## src/rtl/tiny_eth_pkg.sv

```systemverilog
// Shared types and constants for the tiny Ethernet MAC (transmit and receive paths).
package tiny_eth_pkg;

    typedef enum logic [2:0] {
        IDLE,
        PREAMBLE,
        DATA,
        PAD,
        FCS,
        DROP,
        IFG
    } mac_tx_state_t;

    localparam logic [3:0]  ETH_PREAMBLE_NIB = 4'h5;
    localparam logic [3:0]  ETH_SFD_HI_NIB   = 4'hD;
    localparam logic [31:0] ETH_CRC_POLY     = 32'hEDB88320;
    localparam logic [31:0] ETH_CRC_INIT     = 32'hFFFFFFFF;
    localparam logic [31:0] ETH_CRC_RESIDUE  = 32'hDEBB20E3;

    // One reflected CRC-32 step over a nibble, LSB first.
    function automatic logic [31:0] crc32_nib_step(input logic [31:0] crc, input logic [3:0] nib);
        logic [31:0] c;
        c = crc;
        for (int i = 0; i < 4; i++) begin
            if (c[0] ^ nib[i]) c = (c >> 1) ^ ETH_CRC_POLY;
            else               c = c >> 1;
        end
        return c;
    endfunction

endpackage

```

## src/rtl/tiny_eth_crc32_nib.sv

```systemverilog
// Nibble-serial CRC-32 register; crc_next exposes the value the register takes at the next edge.
module tiny_eth_crc32_nib
    import tiny_eth_pkg::*;
(
    input  logic        clk,
    input  logic        rst,
    input  logic        init,
    input  logic        en,
    input  logic [3:0]  nib,
    output logic [31:0] crc,
    output logic [31:0] crc_next
);

    // Init has priority over an update in the same cycle.
    always_comb begin
        crc_next = crc;
        if (init)    crc_next = ETH_CRC_INIT;
        else if (en) crc_next = crc32_nib_step(crc, nib);
    end

    // CRC state register.
    always_ff @(posedge clk or negedge rst) begin
        if (!rst) crc <= ETH_CRC_INIT;
        else      crc <= crc_next;
    end

endmodule

```

## src/rtl/tiny_eth_mac_tx.sv

```systemverilog
// MII transmit path: preamble/SFD, nibble-serial data, zero padding, FCS and inter-frame gap.
module tiny_eth_mac_tx
    import tiny_eth_pkg::*;
#(
    parameter int MIN_FRAME   = 60,
    parameter int IFG_NIBBLES = 24
) (
    input  logic       tx_clk,
    input  logic       rst,
    input  logic [7:0] s_data,
    input  logic       s_valid,
    input  logic       s_last,
    output logic       s_ready,
    output logic [3:0] tx_data,
    output logic       tx_en,
    output logic       busy,
    output logic       underrun
);

    localparam logic [10:0] MIN_CNT  = 11'(MIN_FRAME);
    localparam logic [15:0] IFG_LAST = 16'(IFG_NIBBLES - 1);

    mac_tx_state_t state;
    logic [15:0]   nib_cnt;
    logic          hi_phase;
    logic          last_byte;
    logic [10:0]   byte_cnt;
    logic [3:0]    byte_hi;
    logic          take;
    logic          starve;
    logic          crc_init;
    logic          crc_en;
    logic [31:0]   crc_q;
    logic [31:0]   crc_next;

    function automatic logic [10:0] sat_inc(input logic [10:0] v);
        return (v == 11'h7FF) ? v : v + 11'd1;
    endfunction

    function automatic logic [3:0] fcs_nib(input logic [31:0] c, input logic [2:0] idx);
        logic [31:0] inv;
        inv = ~c;
        return inv[{idx, 2'b00} +: 4];
    endfunction

    // s_ready is only raised in PREAMBLE (SFD cycle) and DATA (high nibble); the CRC
    // follows the nibble currently on tx_data so crc_next already covers it.
    always_comb begin
        take     = s_ready &&  s_valid && (state == PREAMBLE || state == DATA);
        starve   = s_ready && !s_valid && (state == PREAMBLE || state == DATA);
        crc_init = (state == PREAMBLE);
        crc_en   = (state == DATA) || (state == PAD);
    end

    tiny_eth_crc32_nib u_crc (
        .clk      (tx_clk),
        .rst      (rst),
        .init     (crc_init),
        .en       (crc_en),
        .nib      (tx_data),
        .crc      (crc_q),
        .crc_next (crc_next)
    );

    // Upper nibble of the accepted byte, sent in the following cycle.
    always_ff @(posedge tx_clk) begin
        if (take) byte_hi <= s_data[7:4];
    end

    // Transmit FSM; every output is registered here and reflects the current state.
    always_ff @(posedge tx_clk or negedge rst) begin
        if (!rst) begin
            state     <= IDLE;
            nib_cnt   <= '0;
            hi_phase  <= 1'b0;
            last_byte <= 1'b0;
            byte_cnt  <= '0;
            s_ready   <= 1'b0;
            tx_data   <= '0;
            tx_en     <= 1'b0;
            busy      <= 1'b0;
            underrun  <= 1'b0;
        end else begin
            underrun <= 1'b0;
            if (take) begin
                state     <= DATA;
                last_byte <= s_last;
                hi_phase  <= 1'b0;
                tx_data   <= s_data[3:0];
                s_ready   <= 1'b0;
                byte_cnt  <= (state == PREAMBLE) ? 11'd1 : sat_inc(byte_cnt);
            end else if (starve) begin
                // Abort the frame on the wire; the rest of it is swallowed in DROP.
                state    <= DROP;
                tx_en    <= 1'b0;
                tx_data  <= '0;
                underrun <= 1'b1;
            end else begin
                case (state)
                    IDLE: begin
                        if (s_valid) begin
                            state   <= PREAMBLE;
                            tx_en   <= 1'b1;
                            tx_data <= ETH_PREAMBLE_NIB;
                            busy    <= 1'b1;
                            nib_cnt <= '0;
                        end
                    end
                    PREAMBLE: begin
                        nib_cnt <= nib_cnt + 16'd1;
                        tx_data <= (nib_cnt == 16'd14) ? ETH_SFD_HI_NIB : ETH_PREAMBLE_NIB;
                        s_ready <= (nib_cnt == 16'd14);
                    end
                    DATA: begin
                        if (!hi_phase) begin
                            hi_phase <= 1'b1;
                            tx_data  <= byte_hi;
                            s_ready  <= !last_byte;
                        end else if (byte_cnt < MIN_CNT) begin
                            state    <= PAD;
                            hi_phase <= 1'b0;
                            tx_data  <= '0;
                            byte_cnt <= sat_inc(byte_cnt);
                        end else begin
                            state   <= FCS;
                            tx_data <= fcs_nib(crc_next, 3'd0);
                            nib_cnt <= '0;
                        end
                    end
                    PAD: begin
                        if (!hi_phase) begin
                            hi_phase <= 1'b1;
                            tx_data  <= '0;
                        end else if (byte_cnt >= MIN_CNT) begin
                            state   <= FCS;
                            tx_data <= fcs_nib(crc_next, 3'd0);
                            nib_cnt <= '0;
                        end else begin
                            hi_phase <= 1'b0;
                            tx_data  <= '0;
                            byte_cnt <= sat_inc(byte_cnt);
                        end
                    end
                    FCS: begin
                        if (nib_cnt == 16'd7) begin
                            state   <= IFG;
                            tx_en   <= 1'b0;
                            tx_data <= '0;
                            nib_cnt <= '0;
                        end else begin
                            nib_cnt <= nib_cnt + 16'd1;
                            tx_data <= fcs_nib(crc_q, nib_cnt[2:0] + 3'd1);
                        end
                    end
                    DROP: begin
                        if (s_valid && s_last) begin
                            state   <= IFG;
                            s_ready <= 1'b0;
                            nib_cnt <= '0;
                        end
                    end
                    IFG: begin
                        if (nib_cnt == IFG_LAST) begin
                            state <= IDLE;
                            busy  <= 1'b0;
                        end else begin
                            nib_cnt <= nib_cnt + 16'd1;
                        end
                    end
                    default: state <= IDLE;
                endcase
            end
        end
    end

endmodule

```

## config.mk

```make
export PLATFORM = sky130hd
export DESIGN_NAME = tiny_eth_mac_tx
export DESIGN_NICKNAME = d
export VERILOG_FILES = /design/src/rtl/tiny_eth_pkg.sv /design/src/rtl/tiny_eth_crc32_nib.sv /design/src/rtl/tiny_eth_mac_tx.sv
export SDC_FILE = /design/constraint.sdc
export NUM_CORES = 1
export LEC_CHECK = 0
export CORE_ASPECT_RATIO = 1.1
export CORE_MARGIN = 2
export CORE_UTILIZATION = 25
export CTS_CLUSTER_SIZE = 30
export DETAILED_ROUTE_END_ITERATION = 7
export DONT_BUFFER_PORTS = 1
export REMOVE_ABC_BUFFERS = 1
export SLEW_MARGIN = 20
export SYNTH_ARGS = -nofsm -noshare
export SYNTH_HDL_FRONTEND = slang
export SYNTH_HIERARCHICAL = 1
export SYNTH_SLANG_ARGS = --single-unit
```

## constraint.sdc

```tcl
create_clock -name tx_clk -period 6 [get_ports tx_clk]
set_input_delay 0.3 -clock tx_clk [delete_from_list [all_inputs] [get_ports tx_clk]]
set_output_delay 0.3 -clock tx_clk [all_outputs]
set_load 0.01 [all_outputs]
```

Word level (Yosys, flattened, before mapping). Cells that the tools add are included.

Register bits: 76. Bits of input ports: 12. Output and inout port bits: 8. Logic and storage cells: 160.

$add $sub $neg: 3. Order comparisons: 2. Eq/ne operators: 35. Shifts and indexed selects: 1. Muxes and demuxes: 71. Bitwise operators: 12. Reduce and logical (&&, ||, !) cells: 24.

Operators with widths (number): 32-bit two-way mux (12); 16-bit two-way mux (8); 16-bit one-hot mux with 7 select lines (1); 11-bit two-way mux (8); 13-bit inverter with 14-bit output (4); 4-bit two-way mux (9); 32-bit inverter (1); 32-bit by 6-bit indexed part select with 4-bit output (1); 3-bit two-way mux (10); 3-bit != test, second input constant (8); 4-bit != test, second input constant (6); 11-bit one-hot mux with 2 select lines (1); 3-bit one-hot mux with 7 select lines (1); 4-bit one-hot mux with 5 select lines (1); 16-bit by 1-bit adder with 16-bit output, second input constant (1); 16-bit by 3-bit equality test with 1-bit output, second input constant (1); 16-bit by 4-bit equality test with 1-bit output, second input constant (1); 16-bit by 5-bit equality test with 1-bit output, second input constant (1); 1-bit two-way mux (16); 2-bit != test, second input constant (8); 7-bit nonzero test (2); 11-bit by 1-bit adder with 11-bit output, second input constant (1); 11-bit equality test, second input constant (1); 11-bit by 6-bit >= comparator with 1-bit output, second input constant (1); other kinds (26) (44).

Logic depth before layout (Yosys ltp). Gate-level depths: netlist of the first run.

Depth in word-level cells: 22. Mapped depth: 9. Depth with buffers taken out: 7.

Cells and area by module. The synthesis of the first run kept the hierarchy.

By module, submodules not included: tiny_eth_mac_tx (times used 1, cells each 338, area each 3086.7 µm², seq. area each 1121.1 µm²); tiny_eth_crc32_nib (times used 1, cells each 155, area each 1750.4 µm², seq. area each 840.8 µm²).

Least setup slack after synthesis of the first run. Ideal clock, no wire load.

Path kind: register -> register. From: register nib_cnt[0]. To: register tx_data[0]. Library setup time: 0.077 ns. Data arrival time: 2.210 ns. Required time: 5.923 ns. Setup slack: 3.712 ns. Cell stages (with the launch flop): 9. Path buffers: 2. Period minus slack after synthesis: 2.288 ns. Cells stage by stage: dfrtp_1 buf_2 inv_1 ha_1 clkbuf_1 mux4_2 mux2_2 o32a_1 a21oi_1.

Word-level cells in the longest chain between the ends: 6. Elaborated cells on any way between the ends: 7. Classes of those cells: add/sub: 1; eq/ne: 1; shift: 1; mux: 4.

RTL lines: start: declaration (line tiny_eth_mac_tx.sv:24) `logic [15:0] nib_cnt;`; start signal: assignment (line tiny_eth_mac_tx.sv:110) `nib_cnt <= nib_cnt + 16'd1;`; start signal: assignment (line tiny_eth_mac_tx.sv:151) `nib_cnt <= nib_cnt + 16'd1;`; start signal: assignment (line tiny_eth_mac_tx.sv:167) `nib_cnt <= nib_cnt + 16'd1;`; 3-bit by 1-bit adder with 3-bit output (line tiny_eth_mac_tx.sv:152) `tx_data <= fcs_nib(crc_q, nib_cnt[2:0] + 3'd1);`; 32-bit by 6-bit indexed part select with 4-bit output (line tiny_eth_mac_tx.sv:43) `return inv[{idx, 2'b00} +: 4];`; 4-bit two-way mux (*) (line tiny_eth_mac_tx.sv:145) `if (nib_cnt == 16'd7) begin`; 4-bit one-hot mux with 5 select lines (*) (line tiny_eth_mac_tx.sv:99) `case (state)`; 4-bit two-way mux (*) (line tiny_eth_mac_tx.sv:92) `end else if (starve) begin`; 4-bit two-way mux (*) (line tiny_eth_mac_tx.sv:85) `if (take) begin`; end signal: assignment (line tiny_eth_mac_tx.sv:89) `tx_data <= s_data[3:0];`; end signal: assignment (line tiny_eth_mac_tx.sv:111) `tx_data <= (nib_cnt == 16'd14) ? ETH_SFD_HI_NIB : ETH_PREAMBLE_NIB;`; end signal: assignment (line tiny_eth_mac_tx.sv:152); end: declaration (line tiny_eth_mac_tx.sv:14) `output logic [3:0] tx_data,`.

Mark *: on every way between the ends. The rest lies on a longest branch, timed or not. A chain may end at the register's enable or synchronous reset.

Worst setup path in the final report of the first run.
From: register state[2]. To: register nib_cnt[7].

Word-level cells in the longest chain between the ends: 5. Elaborated cells on any way between the ends: 22. Classes of those cells: eq/ne: 13; mux: 1; bitwise: 2; reduce/logical: 6.

RTL lines: start: declaration (line tiny_eth_mac_tx.sv:23) `mac_tx_state_t state;`; start signal: assignment (line tiny_eth_mac_tx.sv:73) `state <= IDLE;`; start signal: assignment (line tiny_eth_mac_tx.sv:86) `state <= DATA;`; start signal: assignment (line tiny_eth_mac_tx.sv:94) `state <= DROP;`; branches (longest 5 deep; another with 10-bit AND reduction).

Parallel ways; which one is timed is not known.

==> results.txt, run 1 <==
----------------------------------------------------
[Run status]
  Run status ... complete, no violations

[Clocking]
  TritonCTS buffer count ... 9
  Count of cells resized by post-cts repair ... 0
  Htree depth ... 3
  Post-CTS setup buffer count ... 0
  Clock input transition at the sequential cells of the worst setup and hold paths ... 0.06 ns
  TritonCTS clock tree ... built
  Root cell of the clock tree ... clkbuf_16
  Maximum count of clock buffers along a single path ... 2
  CTS sink cnt ... 76
  Clock insertion delay at the later pin of the skew report ... around 0.34 ns

[Timing]
  Transition at the pin with the smallest max-transition slack ... around 0.99 ns
  Achievable frequency ... 297.3 MHz
  Clock Skews ... between 0.009 and 0.01 ns
  Final-report hold violation count ... 0
  Final Max Slew Viols ... 0
  Final critical-path share of the clock period ... between 50% and 60%
  Final setup violation count ... 0
  Shortest clock period the worst path allows after layout ... approximately 3.4 ns
  Worst slew margin ... 33.63%
  Setup repair after global routing missed its margin ... false
  Setup TNS ... 0 ns

[Synth]
  Synthesized-area fraction occupied by and/or/nand/nor cells ... about a fifth
  Yosys reg bits ... 76
  Fraction of synthesized cell area taken by the top area cell type ... 20.69%
  Mapped cell area ... just under 5000 sq um
  Compound-cell area share of the yosys netlist ... between 20% and 30%
  Cell types with the largest area share after synthesis ... dfrtp_1, dfstp_2, a21oi_1
  Share of flip-flops with an asynchronous set or reset after synthesis ... between 90% and 100%
  Most common flop cell mapped by yosys ... dfrtp_1
  Multiplexer area fraction after synthesis ... between 5 and 6%
  Post-synthesis xor/xnor area fraction ... around a tenth
  Total number of yosys warnings ... 6
  Part of the Yosys area used for sequential elements ... about two fifths
  Largest family of logic cells by synthesized area ... compound AO/OA/AOI/OAI gates
  Avg Inst Size Synth ... 9.812 sq um
  Post-synthesis instance total ... approximately 490
  Post-synthesis share of cell area spent on full adders, half adders and majority gates ... a little over 1%
  Yosys cell types ... 69
  Post-synth top area cell ... dfrtp_1
  Count of flip-flops with a built-in enable after synthesis ... 4

[Worst setup path]
  Startpoint type of the worst setup path ... register
  Startpoint-to-endpoint class of the critical path ... reg -> reg
  Capturing element type of the critical path ... register
  Max Fanout on Critical Path ... 41
  Series of cell instances along the critical path ... nand2b_1 > inv_2 > a21oi_1 > a32o_1 > nor2_1 > a21oi_1
  CP max stage cell ... nor2_1
  Top cell by count, worst path ... a21oi_1
  Critical path data arrival time ... ~3.5 ns
  Required @ worst endpoint ... 6.18 ns
  Crit path largest cell delay ... 0.70 ns

[Detailed routing]
  Vias after detailed routing ... around 3700
  Initial DRT Pass Iterations ... 4
  Iter 0 DRT Violations ... roughly 280
  Final routed DRC violation total ... 0
  Vias/cell ... ~5.2
  Wirelength, routed ... around 12 mm
  Remaining number of nets flagged by the antenna check after routing ... 0
  Routed length per placed instance ... 15.92 microns

[Finish]
  Post-layout nets ... 490
  Most frequent cells in the layout ... a21oi_1, dfrtp_1, nor2_1, dfstp_2, o21ai_0
  Most common library cell in the layout ignoring fill and taps ... a21oi_1
  Antenna diode count ... 0
  Final Non-Filler Cells ... ~730
  Proportion of layout cells with a drive suffix above 1 ... 20.25%
  Final core area utilization ... 28.32%
  Area growth, synth to finish ... 11.41%

[Die]
  DIE HEIGHT ... ~150 microns
  Die W ... roughly 140 microns
  Die area ... just over 20000 sq um
  Core outline area ... between 15000 and 20000 sq um
  IO Pins ... 20
  Total number of placement rows ... between 50 and 60
  Effective utilization at floorplan ... about 25%

[Global routing]
  Number of global-route vias before repair ... ~3700
  Wire length of the first global-routing pass ... ~20 mm
  GRT overflow ... 0
  Antenna violations before repair ... 0
  Largest net degree at the start of global routing ... 73
  All-Layer GR Usage ... 11.89%

[Power and ir drop]
  Peak supply drop ... around 250 uV
  Cell leakage power ... approximately 0.0020 uW
  Power density over the cells ... 613.8 nW/um^2

[Placement]
  Number of port buffers ... 0
  Final HPWL DP ... ~8 mm
  Gp weighted congestion ... 0.7884
  Number of placed instances, taps included ... a little over 700

[Job]
  Total of max-cap violations ... 0

[Hold path]
  Worst min-delay path class ... in -> reg

----------------------------------------------------
cells in the mapped netlist (all sizes together), types with 4 or more instances:
library cell,count
mux4,8
edfxtp,4
dfstp,32
nand4,11
nor2,32
inv,10
xor2,16
dfrtp,40
nand3,10
a21oi,68
o31ai,12
xnor2,17
a31oi,4
buf,7
nand2,19
nor4,7
a211o,7
nor3,7
a21bo,5
or2,14
nand2b,7
or3,10
o211ai,4
mux2,6
ha,4
o21ai,31
nor2b,8
clkbuf,26
or4,14
and4,5
through the flow:
step	area (sq um)	total power (uW)	hold WS (ns)	setup slack [ns]
CTS	5383	3319	0.01520	2.689
floorplan	4703	2325	0.004409	2.728
global route	5389	3556	0.02453	2.322
detailed placement	5025	2695	0.006349	2.710
global placement	5025	2649	0.006055	2.883
finish	5389	3308	0.02246	2.636
path summary, 6_finish.rpt:
path                                start       endpoint  slack [ns]  cells past startpoint
min in group asynchronous             rst    byte_cnt[2]        0.51                      2
worst max register to register   state[2]     nib_cnt[7]        2.64                      6
max in group asynchronous             rst  u_crc/crc[19]        5.16                      2
worst max-delay path             state[2]     nib_cnt[7]        2.64                      6
worst min-delay path              s_valid       underrun        0.02                      1
worst min register to register  last_byte      last_byte        0.52                      1
final cells by class:
class	count	area (sq um)
clock buffers	12	246.5
clock inverters	4	73.82
fillers	1938	13640
inverters	10	37.54
multi-input cells	374	2715
flip-flops and latches	76	1962
well taps	247	309.0
repair buffers	3	45.04
registers in the layout, summed over array words and instances (netlist names):
| name | cells |
|---|---|
| busy | 1 |
| byte_cnt | 11 |
| byte_hi | 4 |
| hi_phase | 1 |
| last_byte | 1 |
| nib_cnt | 16 |
| s_ready | 1 |
| state | 3 |
| tx_data | 4 |
| tx_en | 1 |
| u_crc/crc | 32 |
| underrun | 1 |
cells by family (layout without fill, tap and decap cells):
logic type | count (synthesis) | after routing
simple gates | 159 | 159
compound gates | 158 | 158
flops | 76 | 76
buf+inv | 43 | 29
xor+xnor | 37 | 37
mux | 16 | 16
fa+ha+maj | 4 | 4
metal layers:
layer,share of wire [%],track usage (%),up-vias
met5,0,0,-
met4,1.5,4.010,0
met3,4.2,2.236,15
met2,49,19.48,80
met1,46,15.70,1837
li1,-,-,1809
where the power goes:
group	switching [uW]	internal, uW
logic	869	802
clock network	217	376
registers	283	760
repair_timing:
action | CTS | global route
hold endpoints to repair | 72 | 0
hold buffers | 2 | 0
endpoints found under the setup margin | 0 | 0
critical path, delay by kind of cell, from the launching register on:
kind | cells | cell delay (ns)
and+or+nand+nor | 2 | 1.05
AOI/OAI and AO/OA | 3 | 0.91
DFF | 1 | 0.65
buffers and inverters | 1 | 0.57
(Power assumes the default switching activity.)
==> run 2: changes to the inputs <==
Clock period 6 ns to 3.15 ns, I/O delays scaled along.
==> run 2 against run 1 <==
Via count up 2.5%. Global-route usage up 0.17 points. Power increased by 90%. Clock-buffer cell count is 2 higher. Die area unchanged. Fmax rose by 22%. Sequential share of layout area fell by 0.78 points. Sequential power increased by 82%. Combinational power rose by 100%. Critical path type unchanged. Highest routed layer unchanged.
==> results.txt, run 2 (synthesized netlist as in run 1, its figures left out) <==
----------------------------------------------------
[Global routing]
  Wire length of the first global-routing pass ... roughly 20 mm
  Largest net degree at the start of global routing ... 73
  All-Layer GR Usage ... between 10% and 20%
  Number of global-route vias before repair ... ~3800
  Antenna violations before repair ... 0
  GRT overflow ... 0

[Die]
  DIE HEIGHT ... between 100 and 150 microns
  Total number of placement rows ... 53
  Die W ... roughly 140 microns
  IO Pins ... 20
  Core outline area ... 19030 sq um
  Die area ... 20480 sq um
  Effective utilization at floorplan ... about 25%

[Hold path]
  Worst min-delay path class ... in -> reg

[Detailed routing]
  Routed length per placed instance ... approximately 16 microns
  Vias after detailed routing ... ~3800
  Iter 0 DRT Violations ... approximately 250
  Remaining number of nets flagged by the antenna check after routing ... 0
  Final routed DRC violation total ... 0
  Initial DRT Pass Iterations ... 5
  Vias/cell ... 5.167
  Wirelength, routed ... 11.83 mm

[Clocking]
  TritonCTS clock tree ... built
  Clock insertion delay at the later pin of the skew report ... approximately 0.33 ns
  Count of cells resized by post-cts repair ... 0
  Post-CTS setup buffer count ... 0
  Htree depth ... 3
  Maximum count of clock buffers along a single path ... 2
  Clock input transition at the sequential cells of the worst setup and hold paths ... approximately 0.060 ns
  Number of hold buffers added after cts ... 9
  Root cell of the clock tree ... clkbuf_16
  TritonCTS buffer count ... 9
  CTS sink cnt ... 76

[Worst setup path]
  Series of cell instances along the critical path ... or4_4 > o31ai_2 > a32o_1 > nor2_1 > a21oi_1
  Required @ worst endpoint ... roughly 3.4 ns
  Startpoint-to-endpoint class of the critical path ... reg -> reg
  Startpoint type of the worst setup path ... register
  Crit path largest cell delay ... roughly 0.73 ns
  CP max stage cell ... a32o_1
  Critical path data arrival time ... ~3.0 ns
  Capturing element type of the critical path ... register
  Max Fanout on Critical Path ... 26

[Timing]
  Clock Skews ... around 0.0086 ns
  Final setup violation count ... 0
  Final critical-path share of the clock period ... just under 90%
  Setup repair after global routing missed its margin ... false
  Achievable frequency ... roughly 360 MHz
  Worst slew margin ... approximately 43%
  Final Max Slew Viols ... 0
  Final-report hold violation count ... 0
  Post-route worst setup slack ... 0.4008 ns
  Transition at the pin with the smallest max-transition slack ... ~0.86 ns
  Shortest clock period the worst path allows after layout ... 2.749 ns

[Run status]
  Run status ... complete, no violations

[Finish]
  Post-layout instance area ... around 5500 sq um
  Register ranked first by flip-flop count ... u_crc/crc
  Proportion of layout cells with a drive suffix above 1 ... 21.41%
  Most frequent cells in the layout ... a21oi_1, dfrtp_1, nor2_1, dfstp_2, o21ai_0
  Post-layout nets ... 506
  Largest register FFs ... 32
  Biggest registers after layout ... u_crc/crc (32), nib_cnt (16), byte_cnt (11)
  Most common library cell in the layout ignoring fill and taps ... a21oi_1
  Antenna diode count ... 0
  Area growth, synth to finish ... 13.84%

[Placement]
  Gp weighted congestion ... between 0.8 and 0.9
  Total cell area at the placement stage ... ~5100 sq um
  Final HPWL DP ... around 8 mm
  Dpl ws ... 0.4253 ns
  Number of port buffers ... 0

[Power and ir drop]
  Cell leakage power ... roughly 0.002 uW
  Power density over the cells ... ~1100 nW/um^2
  Peak supply drop ... 455.1 uV

[Job]
  Total of max-cap violations ... 0

----------------------------------------------------
## run 2: final timing paths
check                            startpoint            to  slack, ns  depth (start not counted)
worst min-delay path              s_data[0]    tx_data[0]       0.01                          2
worst min register to register    last_byte     last_byte       0.52                          1
worst max register to register  byte_cnt[7]    nib_cnt[5]       0.40                          5
min in group asynchronous               rst   byte_cnt[2]       0.35                          2
worst max-delay path            byte_cnt[7]    nib_cnt[5]       0.40                          5
max in group asynchronous               rst  u_crc/crc[5]       2.42                          2
## run 2: final cells by class
| cell class | count | area [sq um] |
|---|---|---|
| Sequential cell | 76 | 1962 |
| Tap cell | 247 | 309.0 |
| Inverter | 10 | 37.54 |
| Clock inverter | 2 | 15.01 |
| Multi-Input combinational cell | 374 | 2715 |
| Clock buffer | 14 | 285.3 |
| Timing Repair Buffer | 19 | 182.7 |
| Fill cell | 1949 | 13530 |
## run 2: critical path: cells and delay by family (launching register included)
kind,cells,cell delay [ns]
AND/OR/NAND/NOR,2,0.98
AO/OA/AOI/OAI,3,1.23
flip-flops,1,0.44
## run 2: through the flow
stage	instances	TNS, ns	hold WS [ns]	total power (uW)	util, %
3_3_place_gp	717	0	-0.1363	5128	26.76
3_5_place_dp	717	0	-0.1361	5214	26.76
4_1_cts	742	0	0.001471	6316	28.90
6_report	742	0	0.01107	6298	28.93
2_1_floorplan	460	-1.047	-0.1381	4429	-
5_1_grt	742	0	0.01600	6734	28.93
## run 2: power breakdown
group | switching [uW] | internal (uW) | leakage [uW] | total, uW
Sequential | 442 | 1450 | 0.000891 | 1890
Combinational | 1790 | 1590 | 0.000998 | 3380
Clock | 399 | 627 | 0.000149 | 1030
## run 2: per-layer routing
metal	global-route usage (%)	part of all wire [%]
met5	0	0
met4	3.906	1.6
met3	1.897	3.2
met2	20.63	51
met1	15.48	44
==> run 3: changes to the inputs <==
Settings changed: PLACE_DENSITY set to 0.49, TNS_END_PERCENT set to 1.
==> run 3 against run 2 <==
Sequential share of layout area about the same. Non-clock buffer count decreased by 1. Clock power about the same. Register-to-register slack lost 0.06 ns. Via count fell by 0.91%. Sequential power barely moved. Wire length increased by 3.8%. Largest cell class unchanged. Worst hold slack gained 0.0047 ns.
==> results.txt, run 3 (synthesized netlist as in run 1, its figures left out) <==
----------------------------------------------------
[Detailed routing]
  Remaining number of nets flagged by the antenna check after routing ... 0
  Iter 0 DRT Violations ... roughly 240
  Initial DRT Pass Iterations ... 4
  Wirelength, routed ... ~12 mm
  Routed length per placed instance ... ~17 microns
  Vias/cell ... between 5 and 6
  Vias after detailed routing ... 3799
  Final routed DRC violation total ... 0

[Power and ir drop]
  Share of power burned in registers ... 30.2%
  Proportion of power drawn by combinational gates ... 53.5%
  Switching share of total power ... 42.11%
  Power density over the cells ... around 1200 nW/um^2
  Cell leakage power ... a little over 0.002 uW
  Internal Pwr Total ... around 3700 uW
  Clock network fraction of design power ... between 10% and 20%
  Reported net switching power ... roughly 2700 uW
  Peak supply drop ... around 330 uV

[Clocking]
  TritonCTS buffer count ... 9
  Clock input transition at the sequential cells of the worst setup and hold paths ... roughly 0.06 ns
  Maximum count of clock buffers along a single path ... 2
  CTS sink cnt ... 76
  TritonCTS clock tree ... built
  Htree depth ... 3
  Count of cells resized by post-cts repair ... 0
  Number of hold buffers added after cts ... 9
  Clock insertion delay at the later pin of the skew report ... 0.34 ns
  Post-CTS setup buffer count ... 0
  Root cell of the clock tree ... clkbuf_16

[Die]
  Die W ... between 100 and 150 microns
  Die area ... just over 20000 sq um
  Effective utilization at floorplan ... around 25%
  DIE HEIGHT ... between 100 and 150 microns
  IO Pins ... 20
  Total number of placement rows ... 53
  Core outline area ... 19030 sq um

[Worst setup path]
  Startpoint of the lowest-slack register-to-register path ... byte_cnt[6]
  CP max stage cell ... a32o_1
  Origin of the worst setup path ... byte_cnt[6]
  Capturing element type of the critical path ... register
  Worst r2r path cells ... 5
  Series of cell instances along the critical path ... or4_4 > o31ai_2 > a32o_1 > nor2_1 > a21oi_1
  Critical path data arrival time ... ~3 ns
  Startpoint type of the worst setup path ... register
  Max Fanout on Critical Path ... 26
  Required @ worst endpoint ... between 3 and 4 ns
  Startpoint-to-endpoint class of the critical path ... reg -> reg
  Crit path largest cell delay ... between 0.7 and 0.8 ns

[Timing]
  Final setup violation count ... 0
  Worst slew margin ... 42.84%
  Final-report hold violation count ... 0
  Shortest clock period the worst path allows after layout ... between 2 and 3 ns
  Final Max Slew Viols ... 0
  Setup repair after global routing missed its margin ... false
  Clock Skews ... 0.007592 ns
  Final critical-path share of the clock period ... 89.12%
  Transition at the pin with the smallest max-transition slack ... between 0.8 and 0.9 ns
  Post-route worst setup slack ... between 0.3 and 0.4 ns
  Achievable frequency ... about 360 MHz

[Job]
  Total of max-cap violations ... 0

[Global routing]
  Largest net degree at the start of global routing ... between 70 and 80
  Antenna violations before repair ... 0
  All-Layer GR Usage ... about an eighth
  Number of global-route vias before repair ... between 3000 and 4000
  Wire length of the first global-routing pass ... 20.58 mm
  GRT overflow ... 0

[Finish]
  Area growth, synth to finish ... 13.68%
  Final core area utilization ... approximately 29%
  Most frequent cells in the layout ... a21oi_1, dfrtp_1, nor2_1, dfstp_2, o21ai_0
  Largest register FFs ... 32
  Final Non-Filler Cells ... roughly 740
  Register ranked first by flip-flop count ... u_crc/crc
  Post-layout instance area ... 5499 sq um
  Biggest registers after layout ... u_crc/crc (32), nib_cnt (16), byte_cnt (11)
  Proportion of layout cells with a drive suffix above 1 ... 21.26%
  Most common library cell in the layout ignoring fill and taps ... a21oi_1
  Post-layout nets ... 505
  Antenna diode count ... 0

[Placement]
  Dpl ws ... 0.3652 ns
  Total cell area at the placement stage ... 5091 sq um
  Number of placed instances, taps included ... 716
  Number of port buffers ... 0
  Final HPWL DP ... ~8.3 mm
  Gp weighted congestion ... between 0.8 and 0.9

[Hold path]
  Beginning of the worst hold path ... s_valid
  WHS Path Cells ... 2
  Worst min-delay path class ... in -> reg

[Run status]
  Run status ... complete, no violations

----------------------------------------------------
-- run 3: power by group through the flow --
stage / Combinational [uW] / Clock (uW) / Sequential (uW)
floorplan: 2590 / 0 / 1830
global placement: 3280 / 0 / 1900
detailed placement: 3340 / 0 / 1920
CTS: 3400 / 1070 / 1910
global route: 3730 / 1120 / 1970
finish: 3390 / 1030 / 1910
-- run 3: worst max-delay path: cells and delay by family (launching register included) --
kind / cells / cell delay (ns)
simple gates: 2 / 0.95
compound gates: 3 / 1.31
flops: 1 / 0.46
-- run 3: area by class of cell --
| class | count | area [sq um] |
|---|---|---|
| Fill cell | 1962 | 13530 |
| Multi-Input combinational cell | 374 | 2715 |
| Sequential cell | 76 | 1962 |
| Tap cell | 247 | 309.0 |
| Clock buffer | 14 | 285.3 |
| Timing Repair Buffer | 18 | 175.2 |
| Inverter | 10 | 37.54 |
| Clock inverter | 2 | 15.01 |
-- run 3: routing by layer --
metal  vias up  track usage, %  share of wire (%)
met4         0           4.427                1.1
met2        51           20.63                 49
li1       1851               -                  -
met3         6           3.083                3.3
met5         -               0                  0
met1      1891           16.83                 47
-- run 3: path summary, 6_finish.rpt --
check | to | slack (ns)
hold reg to reg | last_byte | 0.52
max in group asynchronous | u_crc/crc[4] | 2.42
setup / recovery | nib_cnt[6] | 0.34
min in group asynchronous | nib_cnt[5] | 0.36
hold / removal | busy | 0.02
setup reg to reg | nib_cnt[6] | 0.34
-- run 3: through the flow --
stage          hold WS [ns]  setup TNS [ns]  total power, uW
2_1_floorplan       -0.1381          -1.047             4429
3_3_place_gp        -0.1323               0             5180
3_5_place_dp        -0.1324               0             5259
4_1_cts            0.007868               0             6382
5_1_grt             0.02842               0             6816
6_report            0.01573               0             6329
